### src/rtl/nexys_starship_pkg.sv
// Shared types, constants and helpers for the Nexys Starship game controller.
package nexys_starship_pkg;

  localparam logic [2:0] INIT = 3'b001;
  localparam logic [2:0] PLAY = 3'b010;
  localparam logic [2:0] DONE = 3'b100;

  localparam int unsigned NUM_MONSTERS = 4;
  localparam int unsigned BCD_DIGIT_W  = 4;
  localparam int unsigned BCD_DIGITS   = 4;
  localparam int unsigned SCORE_W      = BCD_DIGIT_W * BCD_DIGITS;

  localparam logic [SCORE_W-1:0] SCORE_MAX = 16'h9999;

  typedef enum logic [2:0] {
    ST_INIT = INIT,
    ST_PLAY = PLAY,
    ST_DONE = DONE
  } state_e;

  function automatic logic [2:0] popcount(input logic [NUM_MONSTERS-1:0] v);
    logic [2:0] n;
    n = '0;
    for (int unsigned i = 0; i < NUM_MONSTERS; i++) begin
      n = n + {2'b00, v[i]};
    end
    return n;
  endfunction

endpackage

### src/rtl/nexys_starship_game_ctrl_if.sv
// Link between the game controller and the four monster terminals.
interface nexys_starship_game_ctrl_if;
  import nexys_starship_pkg::*;

  logic [NUM_MONSTERS-1:0] monster;
  logic [NUM_MONSTERS-1:0] gameover_in;
  logic                    play_flag;
  logic                    gameover_ctrl;

  modport master (
    input  monster,
    input  gameover_in,
    output play_flag,
    output gameover_ctrl
  );

  modport slave (
    output monster,
    output gameover_in,
    input  play_flag,
    input  gameover_ctrl
  );
endinterface

### src/rtl/nexys_starship_bcd_add.sv
// Combinational 4-digit BCD add of a small increment, saturating at SCORE_MAX.
module nexys_starship_bcd_add
  import nexys_starship_pkg::*;
(
  input  logic [SCORE_W-1:0] bcd_in,
  input  logic [2:0]         inc,
  output logic [SCORE_W-1:0] sum,
  output logic               carry_o
);

  logic [SCORE_W-1:0]     raw;
  logic [BCD_DIGIT_W:0]   dsum;
  logic [BCD_DIGIT_W:0]   dadj;
  logic [BCD_DIGIT_W-1:0] c;

  always_comb begin
    raw  = '0;
    dsum = '0;
    dadj = '0;
    c    = {1'b0, inc};
    for (int unsigned i = 0; i < BCD_DIGITS; i++) begin
      dsum = {1'b0, bcd_in[i*BCD_DIGIT_W +: BCD_DIGIT_W]} + {1'b0, c};
      if (dsum > 5'd9) begin
        dadj = dsum - 5'd10;
        raw[i*BCD_DIGIT_W +: BCD_DIGIT_W] = dadj[BCD_DIGIT_W-1:0];
        c = 4'd1;
      end else begin
        raw[i*BCD_DIGIT_W +: BCD_DIGIT_W] = dsum[BCD_DIGIT_W-1:0];
        c = '0;
      end
    end
    carry_o = c[0];
    sum     = carry_o ? SCORE_MAX : raw;
  end

endmodule

### src/rtl/nexys_starship_game_ctrl.sv
// Nexys Starship game controller: INIT/PLAY/DONE sequencing, kill scoring, high score.
module nexys_starship_game_ctrl
  import nexys_starship_pkg::*;
(
  input  logic                 Clk,
  input  logic                 Reset,
  input  logic                 start_btn,
  nexys_starship_game_ctrl_if.master term,
  output logic [SCORE_W-1:0]   score_bcd,
  output logic [SCORE_W-1:0]   high_score_bcd,
  output logic                 q_Init,
  output logic                 q_Play,
  output logic                 q_Done
);

  state_e                  state_q, state_d;
  logic [NUM_MONSTERS-1:0] monster_prev_q, monster_prev_d;
  logic [2:0]              kill_cnt_q, kill_cnt_d;
  logic [SCORE_W-1:0]      score_q, score_d;
  logic [SCORE_W-1:0]      high_score_q, high_score_d;

  logic [NUM_MONSTERS-1:0] kills;
  logic [SCORE_W-1:0]      add_sum;
  logic                    add_carry;

  nexys_starship_bcd_add u_bcd_add (
    .bcd_in  (score_q),
    .inc     (kill_cnt_q),
    .sum     (add_sum),
    .carry_o (add_carry)
  );

  always_comb begin
    state_d = state_q;
    case (state_q)
      ST_INIT: if (start_btn)         state_d = ST_PLAY;
      ST_PLAY: if (|term.gameover_in) state_d = ST_DONE;
      ST_DONE: if (start_btn)         state_d = ST_INIT;
      default:                        state_d = ST_INIT;
    endcase
  end

  // Kills are qualified at capture time, so falls caused by terminals
  // resetting after gameover never reach the adder.
  always_comb begin
    monster_prev_d = term.monster;
    kills          = monster_prev_q & ~term.monster;
    kill_cnt_d     = '0;
    if (state_q == ST_PLAY && term.gameover_in == '0) begin
      kill_cnt_d = popcount(kills);
    end
  end

  // High score compares against the score as it stands after the DONE-entry
  // edge, so a kill still in flight on that edge is credited.
  always_comb begin
    score_d      = score_q;
    high_score_d = high_score_q;
    if (state_q == ST_INIT && start_btn) begin
      score_d = '0;
    end else if (kill_cnt_q != '0) begin
      score_d = add_carry ? SCORE_MAX : add_sum;
    end
    if (state_q == ST_PLAY && state_d == ST_DONE && score_d > high_score_q) begin
      high_score_d = score_d;
    end
  end

  always_ff @(posedge Clk) begin
    if (Reset) begin
      state_q        <= ST_INIT;
      monster_prev_q <= '0;
      kill_cnt_q     <= '0;
      score_q        <= '0;
      high_score_q   <= '0;
    end else begin
      state_q        <= state_d;
      monster_prev_q <= monster_prev_d;
      kill_cnt_q     <= kill_cnt_d;
      score_q        <= score_d;
      high_score_q   <= high_score_d;
    end
  end

  assign q_Init             = (state_q == ST_INIT);
  assign q_Play             = (state_q == ST_PLAY);
  assign q_Done             = (state_q == ST_DONE);
  assign term.play_flag     = q_Play;
  assign term.gameover_ctrl = q_Done;
  assign score_bcd          = score_q;
  assign high_score_bcd     = high_score_q;

endmodule

### src/flat_wrapper.sv
// flat-port wrapper written by rule: the top's interface ports become plain ports
module nexys_starship_game_ctrl_flat import nexys_starship_pkg::*;
  (Clk, Reset, start_btn, score_bcd, high_score_bcd, q_Init, q_Play, q_Done, term_monster, term_gameover_in, term_play_flag, term_gameover_ctrl);
  nexys_starship_game_ctrl_if term_i ();
  input  logic Clk;
  input  logic Reset;
  input  logic start_btn;
  output logic [SCORE_W-1:0] score_bcd;
  output logic [SCORE_W-1:0] high_score_bcd;
  output logic q_Init;
  output logic q_Play;
  output logic q_Done;
  input wire logic [$bits(term_i.monster)-1:0] term_monster;
  input wire logic [$bits(term_i.gameover_in)-1:0] term_gameover_in;
  output wire logic [$bits(term_i.play_flag)-1:0] term_play_flag;
  output wire logic [$bits(term_i.gameover_ctrl)-1:0] term_gameover_ctrl;
  assign term_i.monster = term_monster;
  assign term_i.gameover_in = term_gameover_in;
  assign term_play_flag = term_i.play_flag;
  assign term_gameover_ctrl = term_i.gameover_ctrl;
  nexys_starship_game_ctrl u_core (.Clk(Clk), .Reset(Reset), .start_btn(start_btn), .term(term_i), .score_bcd(score_bcd), .high_score_bcd(high_score_bcd), .q_Init(q_Init), .q_Play(q_Play), .q_Done(q_Done));
endmodule
### config.mk
export PLATFORM = sky130hd
export DESIGN_NAME = nexys_starship_game_ctrl_flat
export DESIGN_NICKNAME = d
export VERILOG_FILES = /design/src/rtl/nexys_starship_pkg.sv /design/src/rtl/nexys_starship_game_ctrl_if.sv /design/src/rtl/nexys_starship_bcd_add.sv /design/src/rtl/nexys_starship_game_ctrl.sv /design/src/flat_wrapper.sv
export SDC_FILE = /design/constraint.sdc
export NUM_CORES = 1
export LEC_CHECK = 0
export CORE_UTILIZATION = 50
export DETAILED_ROUTE_END_ITERATION = 12
export GPL_ROUTABILITY_DRIVEN = 1
export PLACE_DENSITY_LB_ADDON = 0.08
export REMOVE_ABC_BUFFERS = 1
export SETUP_SLACK_MARGIN = 0.3
export SLEW_MARGIN = 30
export SYNTH_ARGS = -nofsm -noshare
export SYNTH_HDL_FRONTEND = slang
export SYNTH_SLANG_ARGS = --single-unit
### constraint.sdc
create_clock -name Clk -period 16.6 [get_ports Clk]
set_input_delay 4.15 -clock Clk [delete_from_list [all_inputs] [get_ports Clk]]
set_output_delay 4.15 -clock Clk [all_outputs]
set_load 0.05 [all_outputs]
# Word level (Yosys, flattened, before mapping)
# Index checks and enable logic that the tools add are counted.
[classes]
n_div = 0
n_shift = 0
bitwise_logic = 3
add_sub_neg = 11
n_reduce_logical = 8
n_eq_ne = 4
mul = 0
n_lt_le_gt_ge = 5
mux = 15
[ops]
columns = ["op", "count"]
rows = [
  ["$mux 16", 3],
  ["$gt 5x4->1 const B", 4],
  ["$gt 16x16->1", 1],
  ["$mux 4", 4],
  ["$sub 4x4->4 const B", 4],
  ["$add 4x1->5", 3],
  ["$mux 3", 3],
  ["$pmux 3 s3", 1],
  ["$add 3x1->3", 2],
  ["$eq 3x3->1 const B", 2],
  ["$add 4x3->5", 1],
  ["$and 4x4->4", 1],
  ["$logic_and 1x1->1", 4],
  ["$logic_not 4->1", 1],
  ["$mux 1", 4],
  ["$not 4->4", 1],
  ["$reduce_or 4->1", 1],
  ["$eq 3x1->1 const B", 1],
  ["$eq 3x2->1 const B", 1],
  ["$reduce_bool 3->1", 1],
  ["$add 1x1->2", 1],
  ["$reduce_or 2->1", 1],
  ["$not 1->1", 1],
]
[word_totals]
mem_bits_ro = 0
ram_bits = 0
mem_count = 0
register_bits = 42
latch_bits = 0

# Depth between registers and ports, before layout
# Gate-level depths: netlist of run 1.
[logic_depth]
word_depth = 17
mapped_depth = 33
mapped_depth_nobuf = 31

# By module
# Synthesis of run 1 repeated with hierarchy kept, for this count alone.
[hier_totals]
hier_cells = 360
area_unflattened_um2 = 2949.1
[by_module_without_submodules]
columns = ["module", "seq_area_each_um2", "cells_per_inst", "instances", "area_per_inst_um2"]
rows = [
  ["nexys_starship_game_ctrl", 840.8, 237, 1, 2139.6],
  ["nexys_starship_bcd_add", 0.0, 123, 1, 809.5],
]

# Worst setup path after synthesis of run 1
# No wires, ideal clock.
[synth_timing]
kind = "register to register"
startpoint = "register u_core.score_q[0] (netlist: u_core.score_bcd[0])"
endpoint = "register u_core.high_score_q[7] (netlist: u_core.high_score_bcd[7])"
required_ns = 16.529
path_slack_ns = 9.212
stages_incl_launch_ff = 31
arrival_time_ns = 7.317
period_less_slack_ns = 7.388
n_path_buf = 0
cell_sequence = "dfxtp_1 -> ha_1 -> inv_1 -> fa_1 -> a21boi_0 -> o31ai_1 -> a211oi_2 -> ha_1 -> ha_1 -> o21ai_0 -> nor2_1 -> o22a_1 -> ha_1 -> ha_1 -> o21ai_0 -> or2_2 -> a2bb2oi_2 -> ha_1 -> ha_1 -> o21a_1 -> nor2_1 -> nor3_2 -> nor2_1 -> a221oi_1 -> inv_1 -> ha_1 -> nand4_1 -> a2111o_1 -> a31oi_4 -> or4b_1 -> a21oi_1"
[synth_via]
elab_chain_cells = 17
elab_cells_between_ends = 25
classes_between = "8 x add/sub; 5 x order compare; 11 x mux; 1 x reduce/logical"
[synth_rtl]
columns = ["item", "line_no", "source"]
rows = [
  ["start: declaration", "nexys_starship_game_ctrl.sv:19", "logic [SCORE_W-1:0] score_q, score_d;"],
  ["start signal: assignment", "nexys_starship_game_ctrl.sv:80", "score_q <= score_d;"],
  ["$add 4x3->5 (*)", "nexys_starship_bcd_add.sv:22", "dsum = {1'b0, bcd_in[i*BCD_DIGIT_W +: BCD_DIGIT_W]} + {1'b0, c};"],
  ["$gt 5x4->1 (*)", "nexys_starship_bcd_add.sv:23", "if (dsum > 5'd9) begin"],
  ["$mux 1 (*)", "nexys_starship_bcd_add.sv:23", ""],
  ["$add 4x1->5 (*)", "nexys_starship_bcd_add.sv:22", ""],
  ["$gt 5x4->1", "nexys_starship_bcd_add.sv:23", ""],
  ["$mux 1", "nexys_starship_bcd_add.sv:23", ""],
  ["$add 4x1->5", "nexys_starship_bcd_add.sv:22", ""],
  ["$gt 5x4->1", "nexys_starship_bcd_add.sv:23", ""],
  ["[2 not listed]", "--", ""],
  ["$gt 5x4->1", "nexys_starship_bcd_add.sv:23", ""],
  ["$mux 1", "nexys_starship_bcd_add.sv:23", ""],
  ["$mux 16 (*)", "nexys_starship_game_ctrl.sv:62", "score_d = add_carry ? SCORE_MAX : add_sum;"],
  ["$mux 16 (*)", "nexys_starship_game_ctrl.sv:61", "end else if (kill_cnt_q != '0) begin"],
  ["$mux 16 (*)", "nexys_starship_game_ctrl.sv:59", "if (state_q == ST_INIT && start_btn) begin"],
  ["via u_core.score_d[6]", "nexys_starship_game_ctrl.sv:19", ""],
  ["$gt 16x16->1 (*)", "nexys_starship_game_ctrl.sv:64", "if (state_q == ST_PLAY && state_d == ST_DONE && score_d > high_score_q) begin"],
  ["$logic_and 1x1->1 (*)", "nexys_starship_game_ctrl.sv:64", ""],
  ["end signal: assignment", "nexys_starship_game_ctrl.sv:81", "high_score_q <= high_score_d;"],
  ["end: declaration", "nexys_starship_game_ctrl.sv:20", "logic [SCORE_W-1:0] high_score_q, high_score_d;"],
]
# The timed path passes the listed nets; every way through them passes the cells marked *.
# A chain may end at the register's enable or synchronous reset.

# Worst setup path in the final report of run 1
[layout_timing]
startpoint = "register u_core.kill_cnt_q[0]"
endpoint = "register u_core.high_score_q[7] (netlist: u_core.high_score_bcd[7])"
[layout_via]
elab_chain_cells = 17
elab_cells_between_ends = 26
classes_between = "8 x add/sub; 5 x order compare; 11 x mux; 2 x reduce/logical"
[layout_rtl]
columns = ["item", "line_no", "source"]
rows = [
  ["start: declaration", "nexys_starship_game_ctrl.sv:18", "logic [2:0] kill_cnt_q, kill_cnt_d;"],
  ["start signal: assignment", "nexys_starship_game_ctrl.sv:79", "kill_cnt_q <= kill_cnt_d;"],
  ["$add 4x3->5", "nexys_starship_bcd_add.sv:22", ""],
  ["$gt 5x4->1", "nexys_starship_bcd_add.sv:23", ""],
  ["$mux 1", "nexys_starship_bcd_add.sv:23", ""],
  ["$add 4x1->5", "nexys_starship_bcd_add.sv:22", ""],
  ["$gt 5x4->1", "nexys_starship_bcd_add.sv:23", ""],
  ["$mux 1", "nexys_starship_bcd_add.sv:23", ""],
  ["$add 4x1->5", "nexys_starship_bcd_add.sv:22", ""],
  ["$gt 5x4->1", "nexys_starship_bcd_add.sv:23", ""],
  ["[2 not listed]", "--", ""],
  ["$gt 5x4->1", "nexys_starship_bcd_add.sv:23", ""],
  ["$mux 1", "nexys_starship_bcd_add.sv:23", ""],
  ["$mux 16", "nexys_starship_game_ctrl.sv:62", ""],
  ["$mux 16 (*)", "nexys_starship_game_ctrl.sv:61", ""],
  ["$mux 16 (*)", "nexys_starship_game_ctrl.sv:59", ""],
  ["via u_core.score_d[10]", "nexys_starship_game_ctrl.sv:19", ""],
  ["$gt 16x16->1 (*)", "nexys_starship_game_ctrl.sv:64", ""],
  ["$logic_and 1x1->1 (*)", "nexys_starship_game_ctrl.sv:64", ""],
]
# Marked as above.

==> out/metrics.csv, run 1 <==
metric,value,unit
outcome,finished clean,
CP Class,reg -> reg,
largest net degree at the start of global routing,43,
CTS Buf Count,5,
worst skew pair latency,0.29,ns
Die ar.,5840,um2
Slew Limit Fails,0,
CP arrival,8.62,ns
DIE HEIGHT,76.4,um
final setup violation count,0,
CP endpoint kind,flip-flop,
clk slew on worst S/H paths,0.08,ns
Synth Flop Type,dfxtp_1,
Post-CTS Setup Inserts,0,
maximum vdd drop,0.0448,mV
Clk network pwr share,35.0,%
Netlist cell types,51,
Yosys top cell by area,dfxtp_1,
RSZ-0062 raised after global routing,false,
part of the cycle the worst path needs,50.5,%
Final Hold Fails,0,
Max-slew headroom,41.6,%
CP max stage cell,fa_1,
Yosys top cell area share,30.4,%
Critical Path RT,16.83,ns
ys async rst share,0,%
Worst R2R Path Depth,30,
Tmin final,8.39,ns
H-tree levels,2,
PostCTS Resize Cnt,0,
TNS Setup,0,ns
Psw,0.0000405,W
placer congestion estimate,0.831,
Max Fclk,119,MHz
pwr dens,52.3,nW/um2
initial DRC count,110,
WL/cell,14.4,um
Worst setup SP type,flip-flop,
Std-Cell Rows,26,
diode count,0,
vias in the first global route,2397,
Flop pwr share,58.0,%
Hold/Removal Path Class,reg -> reg,
Routed WL,6440,um
clock sink count,42,
Synth Cell Area,2770,um2
Synth Register Bits,42,
number of port buffers,47,
global-route wire length before repair,11000,um
Layout area overhead,21.5,%
clock buffer depth,2,
Least-Margin Pin Slew,0.871,ns
Post-CTS Hold Fix Bufs,0,
"most used cell, CP",ha_1,
Mean Syn Cell Area,8.34,um2
internal power component,0.000136,W
leading post-synthesis cells by cell area,"dfxtp_1 (30%), ha_1 (14%), nor2_1 (6.0%)",
WHS Path Cells,2,
Max-Cap Viols,0,
Post-synth EDFFs,0,
Initial Util,53.2,%
die width,76.4,um
"most common cell after layout, fill and taps aside",clkdlybuf4s50_1,
fin worst setup slack,8.21,ns
Final #Nets,420,
vias per cell,5.53,
worst clock skew,0.00744,ns
final worst hold slack,0.507,ns
YS warnings,0,
most frequent cells in the layout,"clkdlybuf4s50_1 (47), nor2_1 (44), dfxtp_1 (42)",
Mapped Cells,332,
Core Footprint,5200,um2
share of layout cells above drive strength 1,4.24,%
CTS tree,done,
sequential area share after synthesis,30.4,%
P_leak,1.32,nW
Vias,2470,
sw frac,23.0,%
Crit path largest cell delay,0.65,ns
combinational cell fraction of total power,7.0,%
root buffer cell,clkbuf_8,
Crit Path Max Fanout,25,
ANT nets after route,0,
Post-DP HPWL,4730,um
antenna violations before repair,0,
io pins,48,
Detailed Routing Iterations Pass 1,4,
pre-CTS setup slack,8.21,ns
drt drc,0,
grt total ovfl,0,
GR Util All Layers,23.5,%
[worst paths after layout]
| path | start | endpoint | slack [ns] |
|---|---|---|---|
| worst max-delay path | u_core.kill_cnt_q[0]$_SDFF_PP0_ | u_core.high_score_bcd[7]$_SDFFE_PP0P_ | 8.21 |
| worst min-delay path | u_core.high_score_bcd[0]$_SDFFE_PP0P_ | u_core.high_score_bcd[0]$_SDFFE_PP0P_ | 0.51 |
| worst max register to register | u_core.kill_cnt_q[0]$_SDFF_PP0_ | u_core.high_score_bcd[7]$_SDFFE_PP0P_ | 8.21 |
| worst min register to register | u_core.high_score_bcd[0]$_SDFFE_PP0P_ | u_core.high_score_bcd[0]$_SDFFE_PP0P_ | 0.51 |
[critical path: cells and delay by family (launching register included)]
| kind | cells | cell delay [ns] |
|---|---|---|
| flip-flops | 1 | 0.37 |
| AO/OA/AOI/OAI | 12 | 3.05 |
| adder cells (fa/ha/maj) | 9 | 2.85 |
| buffers and inverters | 2 | 0.15 |
| AND/OR/NAND/NOR | 7 | 1.92 |
[stage by stage]
step	cell area, um2	total power [W]	instances	util, %
4_1_cts	3360	0.000179	447	64.6
6_report	3360	0.000176	447	64.6
5_1_grt	3360	0.000185	447	64.6
3_5_place_dp	3290	0.000117	440	63.2
3_3_place_gp	3290	0.000116	440	63.2
2_1_floorplan	2720	0.000110	321	-
[sequential cells by signal (all words and copies together), names as in the netlist]
| name | cells |
|---|---|
| u_core.state_q | 3 |
| u_core.high_score_bcd | 16 |
| u_core.kill_cnt_q | 3 |
| u_core.score_bcd | 16 |
| u_core.monster_prev_q | 4 |
[power by group through the flow]
stage	Combinational (W)	Clock, W	Sequential, W
after floorplan	0.00000540	0	0.000104
after global placement	0.0000120	0	0.000104
after detailed placement	0.0000122	0	0.000104
after CTS	0.0000122	0.0000642	0.000102
after global routing	0.0000134	0.0000690	0.000102
final	0.0000122	0.0000617	0.000102
[synthesized netlist by cell type, types with 3 or more instances]
| library cell | instances |
|---|---|
| a21oi_1 | 18 |
| nor2_1 | 44 |
| xnor2_1 | 4 |
| nand4_1 | 4 |
| ha_1 | 30 |
| o31ai_1 | 3 |
| and2_1 | 5 |
| clkbuf_1 | 7 |
| nand2b_1 | 18 |
| mux2i_1 | 9 |
| a22oi_1 | 4 |
| a211oi_1 | 7 |
| or2_2 | 3 |
| nor3b_1 | 4 |
| nor4_1 | 4 |
| nor2b_1 | 21 |
| a221oi_1 | 4 |
| buf_4 | 3 |
| inv_1 | 30 |
| dfxtp_1 | 42 |
| o21ai_0 | 8 |
| nor3_1 | 5 |
| nand2_1 | 13 |
| nand3_1 | 3 |
| o31a_1 | 4 |
[kinds of logic after synthesis]
kind of cell | after synthesis | share of synthesized area [%]
compound gates | 69 | 17.8
simple gates | 134 | 25.8
mux | 10 | 3.66
xor+xnor | 4 | 1.27
buf+inv | 41 | 6.01
fa+ha+maj | 32 | 15.0
flops | 42 | 30.4
[routing by layer]
layer	routed length [um]	vias to the layer above	track usage (%)
li1	-	1254	-
met1	2920	1129	29.2
met2	3080	73	39.5
met3	317	14	4.43
met4	131	0	10.0
met5	0	-	0
[area by class of cell]
type                       count  area [um2]
sequential                    42         841
timing repair buffer          49         485
inverter                      30         113
multi-input combinational    249        1760
fill                         473        1840
tap                           70        87.6
clock buffer                   7        76.3
Power figures use the tool's default switching activity.
==> run 2: changes to the inputs <==
Clock period 16.6 ns to 7.9 ns, I/O delays scaled along.
==> run 2 against run 1 <==
Hold slack worse by 0.0024 ns; cell count is 3.6% higher; cell area is 8.1% higher; clock skew hardly changed; sequential power is 110% higher; clock-buffer cell count is 2 lower; highest routed layer unchanged.
==> out/metrics.csv, run 2 (same netlist as run 1, synthesis figures left out) <==
metric,value,unit
worst skew pair latency,0.30,ns
Worst setup SP type,flip-flop,
clock buffer depth,2,
GR Util All Layers,23.5,%
pre-CTS setup slack,0.0366,ns
grt total ovfl,0,
root buffer cell,clkbuf_8,
antenna violations before repair,0,
global-route wire length before repair,11000,um
Routed WL,6570,um
CTS tree,done,
RSZ-0062 raised after global routing,false,
vias per cell,5.43,
Die ar.,5840,um2
io pins,48,
most frequent cells in the layout,"clkdlybuf4s50_1 (47), nor2_1 (43), dfxtp_1 (42)",
Layout area overhead,31.4,%
pwr dens,112,nW/um2
clock sink count,42,
Final Hold Fails,0,
Hold/Removal Path Class,reg -> reg,
maximum vdd drop,0.0843,mV
TNS Setup,0,ns
final setup violation count,0,
placer congestion estimate,0.819,
H-tree levels,2,
Std-Cell Rows,26,
Max Fclk,140,MHz
Crit Path Max Fanout,7,
Least-Margin Pin Slew,0.715,ns
number of port buffers,47,
Post-DP HPWL,4730,um
Max-slew headroom,52.1,%
Vias,2514,
Max-Cap Viols,0,
Tmin final,7.16,ns
ANT nets after route,0,
Post-CTS Hold Fix Bufs,0,
CTS Buf Count,5,
Critical Path RT,8.13,ns
vias in the first global route,2336,
part of the cycle the worst path needs,90.7,%
largest net degree at the start of global routing,43,
CP endpoint kind,flip-flop,
Final #Nets,435,
outcome,finished clean,
initial DRC count,117,
CP max stage cell,fa_2,
die width,76.4,um
CP arrival,7.40,ns
fin worst setup slack,0.736,ns
drt drc,0,
Crit path largest cell delay,0.61,ns
DIE HEIGHT,76.4,um
Core Footprint,5200,um2
Initial Util,53.2,%
clk slew on worst S/H paths,0.08,ns
"most used cell, CP",ha_1,
P_leak,1.41,nW
Detailed Routing Iterations Pass 1,4,
share of layout cells above drive strength 1,12.7,%
"most common cell after layout, fill and taps aside",clkdlybuf4s50_1,
CP Class,reg -> reg,
worst clock skew,0.00700,ns
diode count,0,
WL/cell,14.2,um
Slew Limit Fails,0,
[run 2: worst max-delay path, delay by kind of cell, from the launching register on]
kind | cells | cell delay (ns)
adders and majority gates | 9 | 2.59
buffers and inverters | 3 | 0.29
DFF | 1 | 0.37
and+or+nand+nor | 4 | 1.04
AOI/OAI and AO/OA | 14 | 2.81
[run 2: worst paths after layout]
path                                               from                               endpoint  slack, ns  depth (start not counted)
setup / recovery         u_core.score_bcd[0]$_SDFF_PP0_  u_core.high_score_bcd[7]$_SDFFE_PP0P_       0.74                         30
setup reg to reg         u_core.score_bcd[0]$_SDFF_PP0_  u_core.high_score_bcd[7]$_SDFFE_PP0P_       0.74                         30
hold reg to reg   u_core.high_score_bcd[0]$_SDFFE_PP0P_  u_core.high_score_bcd[0]$_SDFFE_PP0P_       0.50                          2
hold / removal    u_core.high_score_bcd[0]$_SDFFE_PP0P_  u_core.high_score_bcd[0]$_SDFFE_PP0P_       0.50                          2
[run 2: area by class of cell]
type / instances / area, um2
well taps: 70 / 87.6
flip-flops and latches: 42 / 841
repair buffers: 64 / 602
fillers: 425 / 1570
multi-input cells: 249 / 1890
inverters: 30 / 113
clock inverters: 3 / 40.0
clock buffers: 5 / 68.8
[run 2: where the power goes]
part,total [W],leakage [nW],internal (W),switching (W)
Sequential,0.000214,0.340,0.000213,0.00000110
Combinational,0.0000259,1.01,0.0000105,0.0000154
Clock,0.000168,0.0579,0.0000931,0.0000753
[run 2: layer usage]
| metal | GRT usage [%] | wire length (um) | vias up |
|---|---|---|---|
| met1 | 32.1 | 3120 | 1161 |
| met3 | 4.07 | 299 | 7 |
| met2 | 37.8 | 3080 | 60 |
| met5 | 0 | 0 | - |
| met4 | 6.54 | 77 | 0 |
| li1 | - | - | 1286 |
[run 2: through the flow]
stage	utilization (%)	instance area, um2	power [W]	cells	hold WS [ns]
6_report	69.9	3640	0.000409	463	0.505
5_1_grt	69.9	3640	0.000426	463	0.538
4_1_cts	66.5	3460	0.000413	453	0.509
3_5_place_dp	63.6	3310	0.000245	443	0.493
3_3_place_gp	63.6	3310	0.000244	443	0.497
2_1_floorplan	-	2720	0.000231	321	0.541
[run 2: what timing repair did]
action / in CTS / in global routing
pin swaps: 1 / 8
endpoints found under the setup margin: 16 / 16
setup buffers: 2 / 10
resized for setup: 4 / 20
==> run 3: changes to the inputs <==
Settings changed: GPL_ROUTABILITY_DRIVEN 1 to not set.
==> results of run 3 <==
The final DEF is identical to that of run 2; final timing and power are the same.
